$ cat src/rtl/sync_fifo_buf.sv
// ----------------------------------------------------------------------------
// sync_fifo_buf
// Single-clock FIFO with integrated storage, pointers, occupancy count and
// status flags. Read timing is either a registered read (FWFT=0) or
// first-word-fall-through (FWFT=1), where an output register holds the head.
//
// Ports
//   clk            clock, all state on rising edge
//   rst_n          asynchronous active-low reset
//   winc / wdata   write request and data
//   rinc           read request (pop)
//   rdata          registered read data
//   wfull          count == DEPTH
//   rempty         FIFO empty / no valid rdata
//   walmost_full   count >= AFULL_THRESH
//   ralmost_empty  count <= AEMPTY_THRESH
//   count          words held, 0..DEPTH (includes FWFT output register)
//   overflow       sticky: write attempted while full
//   underflow      sticky: read attempted while empty
// ----------------------------------------------------------------------------
module sync_fifo_buf #(
    parameter int DATA_WIDTH    = 8,
    parameter int ADDR_WIDTH    = 4,
    parameter int AFULL_THRESH  = (1 << ADDR_WIDTH) - 2,
    parameter int AEMPTY_THRESH = 2,
    parameter int FWFT          = 0
) (
    input  logic                  clk,
    input  logic                  rst_n,
    input  logic                  winc,
    input  logic [DATA_WIDTH-1:0] wdata,
    input  logic                  rinc,
    output logic [DATA_WIDTH-1:0] rdata,
    output logic                  wfull,
    output logic                  rempty,
    output logic                  walmost_full,
    output logic                  ralmost_empty,
    output logic [ADDR_WIDTH:0]   count,
    output logic                  overflow,
    output logic                  underflow
);

    localparam int                DEPTH   = 1 << ADDR_WIDTH;
    localparam logic [ADDR_WIDTH:0] DEPTH_C = {1'b1, {ADDR_WIDTH{1'b0}}};
    localparam logic [ADDR_WIDTH-1:0] PTR_ONE = ADDR_WIDTH'(1);
    localparam logic [ADDR_WIDTH:0]   CNT_ONE = (ADDR_WIDTH + 1)'(1);

    logic [DATA_WIDTH-1:0] mem_q [DEPTH];

    logic [ADDR_WIDTH-1:0] wptr_q, wptr_d;
    logic [ADDR_WIDTH-1:0] rptr_q, rptr_d;
    logic [ADDR_WIDTH:0]   count_q, count_d;
    logic [DATA_WIDTH-1:0] rdata_q, rdata_d;
    logic                  ov_q, ov_d;     // output register holds a valid word
    logic                  of_q, of_d;
    logic                  uf_q, uf_d;

    logic wr_acc, rd_acc, arr_empty, ld;

    // Status decoded from registered state only.
    assign count         = count_q;
    assign rdata         = rdata_q;
    assign wfull         = (count_q == DEPTH_C);
    assign rempty        = (FWFT != 0) ? !ov_q : (count_q == '0);
    assign walmost_full  = int'(count_q) >= AFULL_THRESH;
    assign ralmost_empty = int'(count_q) <= AEMPTY_THRESH;
    assign overflow      = of_q;
    assign underflow     = uf_q;

    always_comb begin
        wr_acc = winc && !wfull;
        rd_acc = rinc && !rempty;
        // Words still in the array: count minus the one parked in the
        // output register (ov_q is always 0 in standard mode).
        arr_empty = (count_q == {{ADDR_WIDTH{1'b0}}, ov_q});

        // ld: move mem[rptr] into the output register this edge.
        if (FWFT != 0) begin
            ld = !arr_empty && (rd_acc || !ov_q);
        end else begin
            ld = rd_acc;
        end

        ov_d = ov_q;
        if (FWFT != 0) begin
            if (ld) begin
                ov_d = 1'b1;
            end else if (rd_acc) begin
                ov_d = 1'b0;
            end
        end

        rdata_d = ld ? mem_q[rptr_q] : rdata_q;
        rptr_d  = ld ? rptr_q + PTR_ONE : rptr_q;
        wptr_d  = wr_acc ? wptr_q + PTR_ONE : wptr_q;

        case ({wr_acc, rd_acc})
            2'b10:   count_d = count_q + CNT_ONE;
            2'b01:   count_d = count_q - CNT_ONE;
            default: count_d = count_q;
        endcase

        of_d = of_q || (winc && wfull);
        uf_d = uf_q || (rinc && rempty);
    end

    always_ff @(posedge clk or negedge rst_n) begin
        if (!rst_n) begin
            wptr_q  <= '0;
            rptr_q  <= '0;
            count_q <= '0;
            rdata_q <= '0;
            ov_q    <= 1'b0;
            of_q    <= 1'b0;
            uf_q    <= 1'b0;
        end else begin
            wptr_q  <= wptr_d;
            rptr_q  <= rptr_d;
            count_q <= count_d;
            rdata_q <= rdata_d;
            ov_q    <= ov_d;
            of_q    <= of_d;
            uf_q    <= uf_d;
        end
    end

    // Storage array is intentionally not reset.
    always_ff @(posedge clk) begin
        if (wr_acc) begin
            mem_q[wptr_q] <= wdata;
        end
    end

endmodule

$ cat config.mk
export PLATFORM = sky130hd
export DESIGN_NAME = sync_fifo_buf
export DESIGN_NICKNAME = d
export VERILOG_FILES = /design/src/rtl/sync_fifo_buf.sv
export SDC_FILE = /design/constraint.sdc
export NUM_CORES = 1
export LEC_CHECK = 0
export ABC_AREA = 1
export CAP_MARGIN = 20
export CORE_ASPECT_RATIO = 0.9
export CORE_UTILIZATION = 29
export DETAILED_ROUTE_END_ITERATION = 10
export GPL_ROUTABILITY_DRIVEN = 0
export GPL_TIMING_DRIVEN = 0
export PLACE_DENSITY = 0.45
export RECOVER_POWER = 25
export SLEW_MARGIN = 20
export SYNTH_ARGS = -nofsm -noshare
export SYNTH_HDL_FRONTEND = slang
export SYNTH_SLANG_ARGS = --single-unit
$ cat constraint.sdc
create_clock -name clk -period 3.05 [get_ports clk]
set_input_delay 0.305 -clock clk [delete_from_list [all_inputs] [get_ports clk]]
set_output_delay 0.305 -clock clk [all_outputs]
set_load 0.03 [all_outputs]
Word level (Yosys, flattened, before mapping):

Memories as Yosys holds them, arrays and structs flattened. A register that Yosys moved wholly into a read port is not among the register bits.
Index checks and enable logic that the tools add are counted.

* memories kept: 1
* word-level logic and storage cells: 29
* register bits: 15
* memory bits (writable): 128
* output and inout port bits: 19

Memories
* mem_q: depth 16, width 8, rd ports 1, clocked after Yosys merged registers in 1, write ports 1, line 48 `logic [DATA_WIDTH-1:0] mem_q [DEPTH];`

* multiplexer cells: 3
* $lt $le $gt $ge: 2
* equality and inequality tests: 3
* add/subtract/negate cells: 4
* reductions and logical operators: 11

Operators by type and width (number)
* 5-bit one-hot mux with 2 select lines: 1
* 4-bit by 1-bit adder with 4-bit output (second input constant): 2
* 5-bit by 1-bit adder with 5-bit output (second input constant): 1
* 5-bit == test (second input constant): 1
* 5-bit by 4-bit >= comparator with 1-bit output (second input constant): 1
* 5-bit by 2-bit less-or-equal comparator with 1-bit output (second input constant): 1
* 5-bit logical NOT: 1
* 5-bit by 1-bit subtractor with 5-bit output (second input constant): 1
* 1-bit logical AND: 4
* 1-bit logical NOT: 3
* 2-bit by 1-bit == test with 1-bit output (second input constant): 1
* 2-bit == test (second input constant): 1
* 1-bit logical OR: 2
* 1-bit 2-to-1 mux: 2
* 2-bit nonzero test: 1

Depth between registers and ports, before layout:

* depth after elaboration: 5
* gate-level depth with buffers: 15
* gate-level depth less buffers: 14

Worst setup path before layout:

Ideal clock, no wire load.

* kind: reg-to-output
* start: register count_q[0] (netlist: count[0])
* end: output ralmost_empty
* arrival: 2.167 ns
* stages on the path, launching flop included: 2
* path buffers: 0
* required time: 2.745 ns
* path slack: 0.578 ns
* cell sequence: dfrtp_1 a2111oi_0

* longest elaborated chain between the ends: 1

Ends and longest elaborated chain
* from (decl): line 52 `logic [ADDR_WIDTH:0] count_q, count_d;`
* from (signal assigned): line 119 `count_q <= count_d;`
* 5-bit by 2-bit less-or-equal comparator with 1-bit output: line 66 `assign ralmost_empty = int'(count_q) <= AEMPTY_THRESH;`
* to (decl): line 37 `output logic ralmost_empty,`

No other way between the ends.

Worst setup path after layout:

* start: register count_q[1] (netlist: count[1])
* end: register count_q[4] (netlist: count[4])

* longest elaborated chain between the ends: 5
* elaborated cells on any way between the ends: 12
* classes of those cells: 2 x add/sub; 3 x eq/ne; 1 x mux; 6 x reduce/logical

Ends and longest elaborated chain
* 5-bit logical NOT (*): line 64 `assign rempty = (FWFT != 0) ? !ov_q : (count_q == '0);`
* 1-bit logical NOT (*): line 72 `rd_acc = rinc && !rempty;`
* 1-bit logical AND (*): line 72
* net ld: line 58 `logic wr_acc, rd_acc, arr_empty, ld;`
* 2-bit by 1-bit == test with 1-bit output / 2-bit == test (equally long branches): line 97 `case ({wr_acc, rd_acc})`
* 5-bit one-hot mux with 2 select lines / 2-bit nonzero test (equally long branches)

The timed path passes the listed nets; every way through them passes the cells marked *.
A chain may end at the register's enable or synchronous reset.

==> metrics.csv <==
metric;value;unit
gr-usage-met2;23.5;%
synth_fa_ha_area_share;1.67;%
grt_pass1_vias;4418;
gr-total-overflow;0;
synthCells;675;
drcViolationCount;0;
worst_slew_pin_slew;1.37;ns
min_path_type;flip-flop to flip-flop;
drt-total-wl;17300;µm
clkSlewWorstSetupHoldPaths;0.07;ns
worstReg2RegEnd;count[4];
synth-seq-cells;151;
grt_use_total;15.5;%
arrival;2.88;ns
nNetsFinal;746;
grt_pass1_wl;26600;µm
worst_hold_path.num_cells;1;
dp_hpwl;12100;µm
synth-compound-area-share;1.09;%
critPathLaunchType;flip-flop;
area_growth;18.2;%
start_util;29.8;%
drv_cap;0;
critPathKind;flip-flop to flip-flop;
ctsLongestPathBuffers;2;
syn-num-nets;696;
postCtsSetupBuffers;0;
wl_per_cell;16.7;µm
cts_resized;0;
cp.required;3.41;ns
cts_tree;yes;
rsz0062_at_grt;false;
fmax;397;MHz
core_region_area;22600;µm²
finalClockSkew;0.0155;ns
die_h;147;µm
synth_xor_area_share;1.30;%
vias;4559;
worstHoldEndpoint;overflow;
viasPerCell;4.40;
clock_sinks;151;
synthDistinctLibCells;24;
n_antenna_cell;0;
end_kind;flip-flop;
finalCriticalPeriod;2.52;ns
placedCellCount;1002;
powerDensity;966;nW/µm²
synthMuxAreaShare;0;%
maxSlewViolCount;0;
grt_busiest_layer;met2;
cts_buffers;17;
io_pins;31;
seq_area_frac_synth;65.5;%
dpl-instance-area;7420;µm²
drt_iter0_drc;405;
drive_above_1_share;7.72;%
critPathMaxFanout;11;
row_count;52;
antenna_left;0;
die_w;163;µm
r2r_slack;0.53;ns
yosys.area_share.simple;21.4;%
leakagePower;0.00347;µW
fin_area;7980;µm²
cts-root-buf;clkbuf_16;
r2r-start;count[1];
reg2reg_depth;14;
finalHoldViolations;0;
grt_max_degree;24;
worst_skew_pair.late_latency;0.43;ns
synth.cell_area;6750;µm²
grt_util_met3;3.47;%
num-fill-cells;2319;
numPortBuffers;30;
period_share;82.6;%
finalSetupViolCount;0;
yosys_warnings;0;
p_total;7710;µW
tns;0;ns
cts_hold_buf;0;
status;complete, no violations;
drt_first_pass_iters;6;
use_met1;22.2;%
final_cells;1035;
die-area;23900;µm²
cp-startpoint;count[1];
hold_ws;0.453;ns
maxSlewHeadroom;8.81;%
antenna_found_initial;0;
ctsHtreeMaxLevel;4;
ir_drop;0.353;mV
synth_top_family_by_area;simple AND/OR/NAND/NOR gates;
min-delay-start;overflow;
avgSynthCellArea;9.99;µm²
power breakdown:
part	internal [µW]	switching [µW]
Clock	1130	864
Combinational	952	2020
Sequential	2560	177
registers in the layout (all words and copies together) (netlist names):
signal	flops
rptr_q	4
rdata	8
overflow	1
mem_q	128
count	5
wptr_q	4
underflow	1
through the flow:
stage | utilization (%) | setup slack [ns]
2_1_floorplan | - | 0.578
3_3_place_gp | 32.8 | 0.556
3_5_place_dp | 32.8 | 0.489
4_1_cts | 35.2 | 0.549
5_1_grt | 35.2 | 0.317
6_report | 35.2 | 0.531
Yosys cell counts:
library cell | number | area, µm²
buf_2 | 16 | 80.1
nand2_1 | 223 | 837
dfrtp_1 | 23 | 576
clkinv_1 | 2 | 7.51
o21ai_1 | 1 | 5.00
a21oi_1 | 1 | 5.00
ha_1 | 9 | 113
o21ai_0 | 5 | 25.0
buf_4 | 7 | 52.6
nor2_1 | 18 | 67.6
o21bai_1 | 1 | 7.51
inv_2 | 2 | 7.51
nand4_1 | 2 | 12.5
nand2_4 | 1 | 11.3
a21o_1 | 2 | 15.0
xor2_1 | 9 | 78.8
xnor2_1 | 1 | 8.76
edfxtp_1 | 128 | 3840
buf_6 | 2 | 22.5
nand3_1 | 103 | 515
a2111oi_0 | 1 | 8.76
clkbuf_1 | 1 | 3.75
inv_1 | 116 | 435
a21boi_0 | 1 | 7.51
cells by family after synthesis:
kind of cell | count (synthesis)
AND/OR/NAND/NOR | 347
adder cells (fa/ha/maj) | 9
flip-flops | 151
XOR/XNOR | 10
AO/OA/AOI/OAI | 12
buffers and inverters | 146
how the worst max path moves through the flow:
| stage | to | slack (ns) |
|---|---|---|
| after CTS | count[4] | 0.55 |
| final | count[4] | 0.53 |
| after floorplan | ralmost_empty | 0.58 |
| after global routing | count[4] | 0.32 |
| after global placement | count[4] | 0.56 |
| after detailed placement | mem_q[8][0] | 0.49 |
area by class of cell:
cell class              count  area (µm²)  area share, %
well taps                 297         372           4.66
clock inverters            12         119           1.49
clock buffers              20         437           5.47
repair buffers             31         304           3.81
multi-input cells         378        1720           21.5
flip-flops and latches    151        4420           55.4
inverters                 120         450           5.65
plain buffers              26         159           1.99
placed cells by master, fill, tap and decap left out, types with 5 or more instances in the layout:
cell type and count:
nand2_1 223, edfxtp_1 128, inv_1 116, nand3_1 103, clkdlybuf4s50_1 25, dfrtp_1 23, nor2_1 18, clkbuf_16 17
buf_2 16, xor2_1 9, ha_1 9, buf_4 7, clkinvlp_4 6, clkbuf_1 5, o21ai_0 5, inv_6 5
dlygate4sd3_1 5
per-layer routing:
| metal | routed length (µm) | part of all wire (%) |
|---|---|---|
| met1 | 8470 | 49 |
| met4 | 184 | 1.1 |
| met3 | 671 | 3.9 |
| met2 | 8010 | 46 |
| met5 | 0 | 0 |
critical path: stages, from the launching register on:
cell	delay, ns
dfrtp_1	0.45
nor2_1	0.18
nand4_1	0.17
nand2_4	0.17
inv_2	0.08
buf_6	0.14
ha_1	0.27
ha_1	0.36
inv_1	0.07
o21bai_1	0.16
inv_1	0.06
nand2_1	0.08
xor2_1	0.15
nand2_1	0.06
nand2_1	0.05
(Power assumes the default switching activity.)
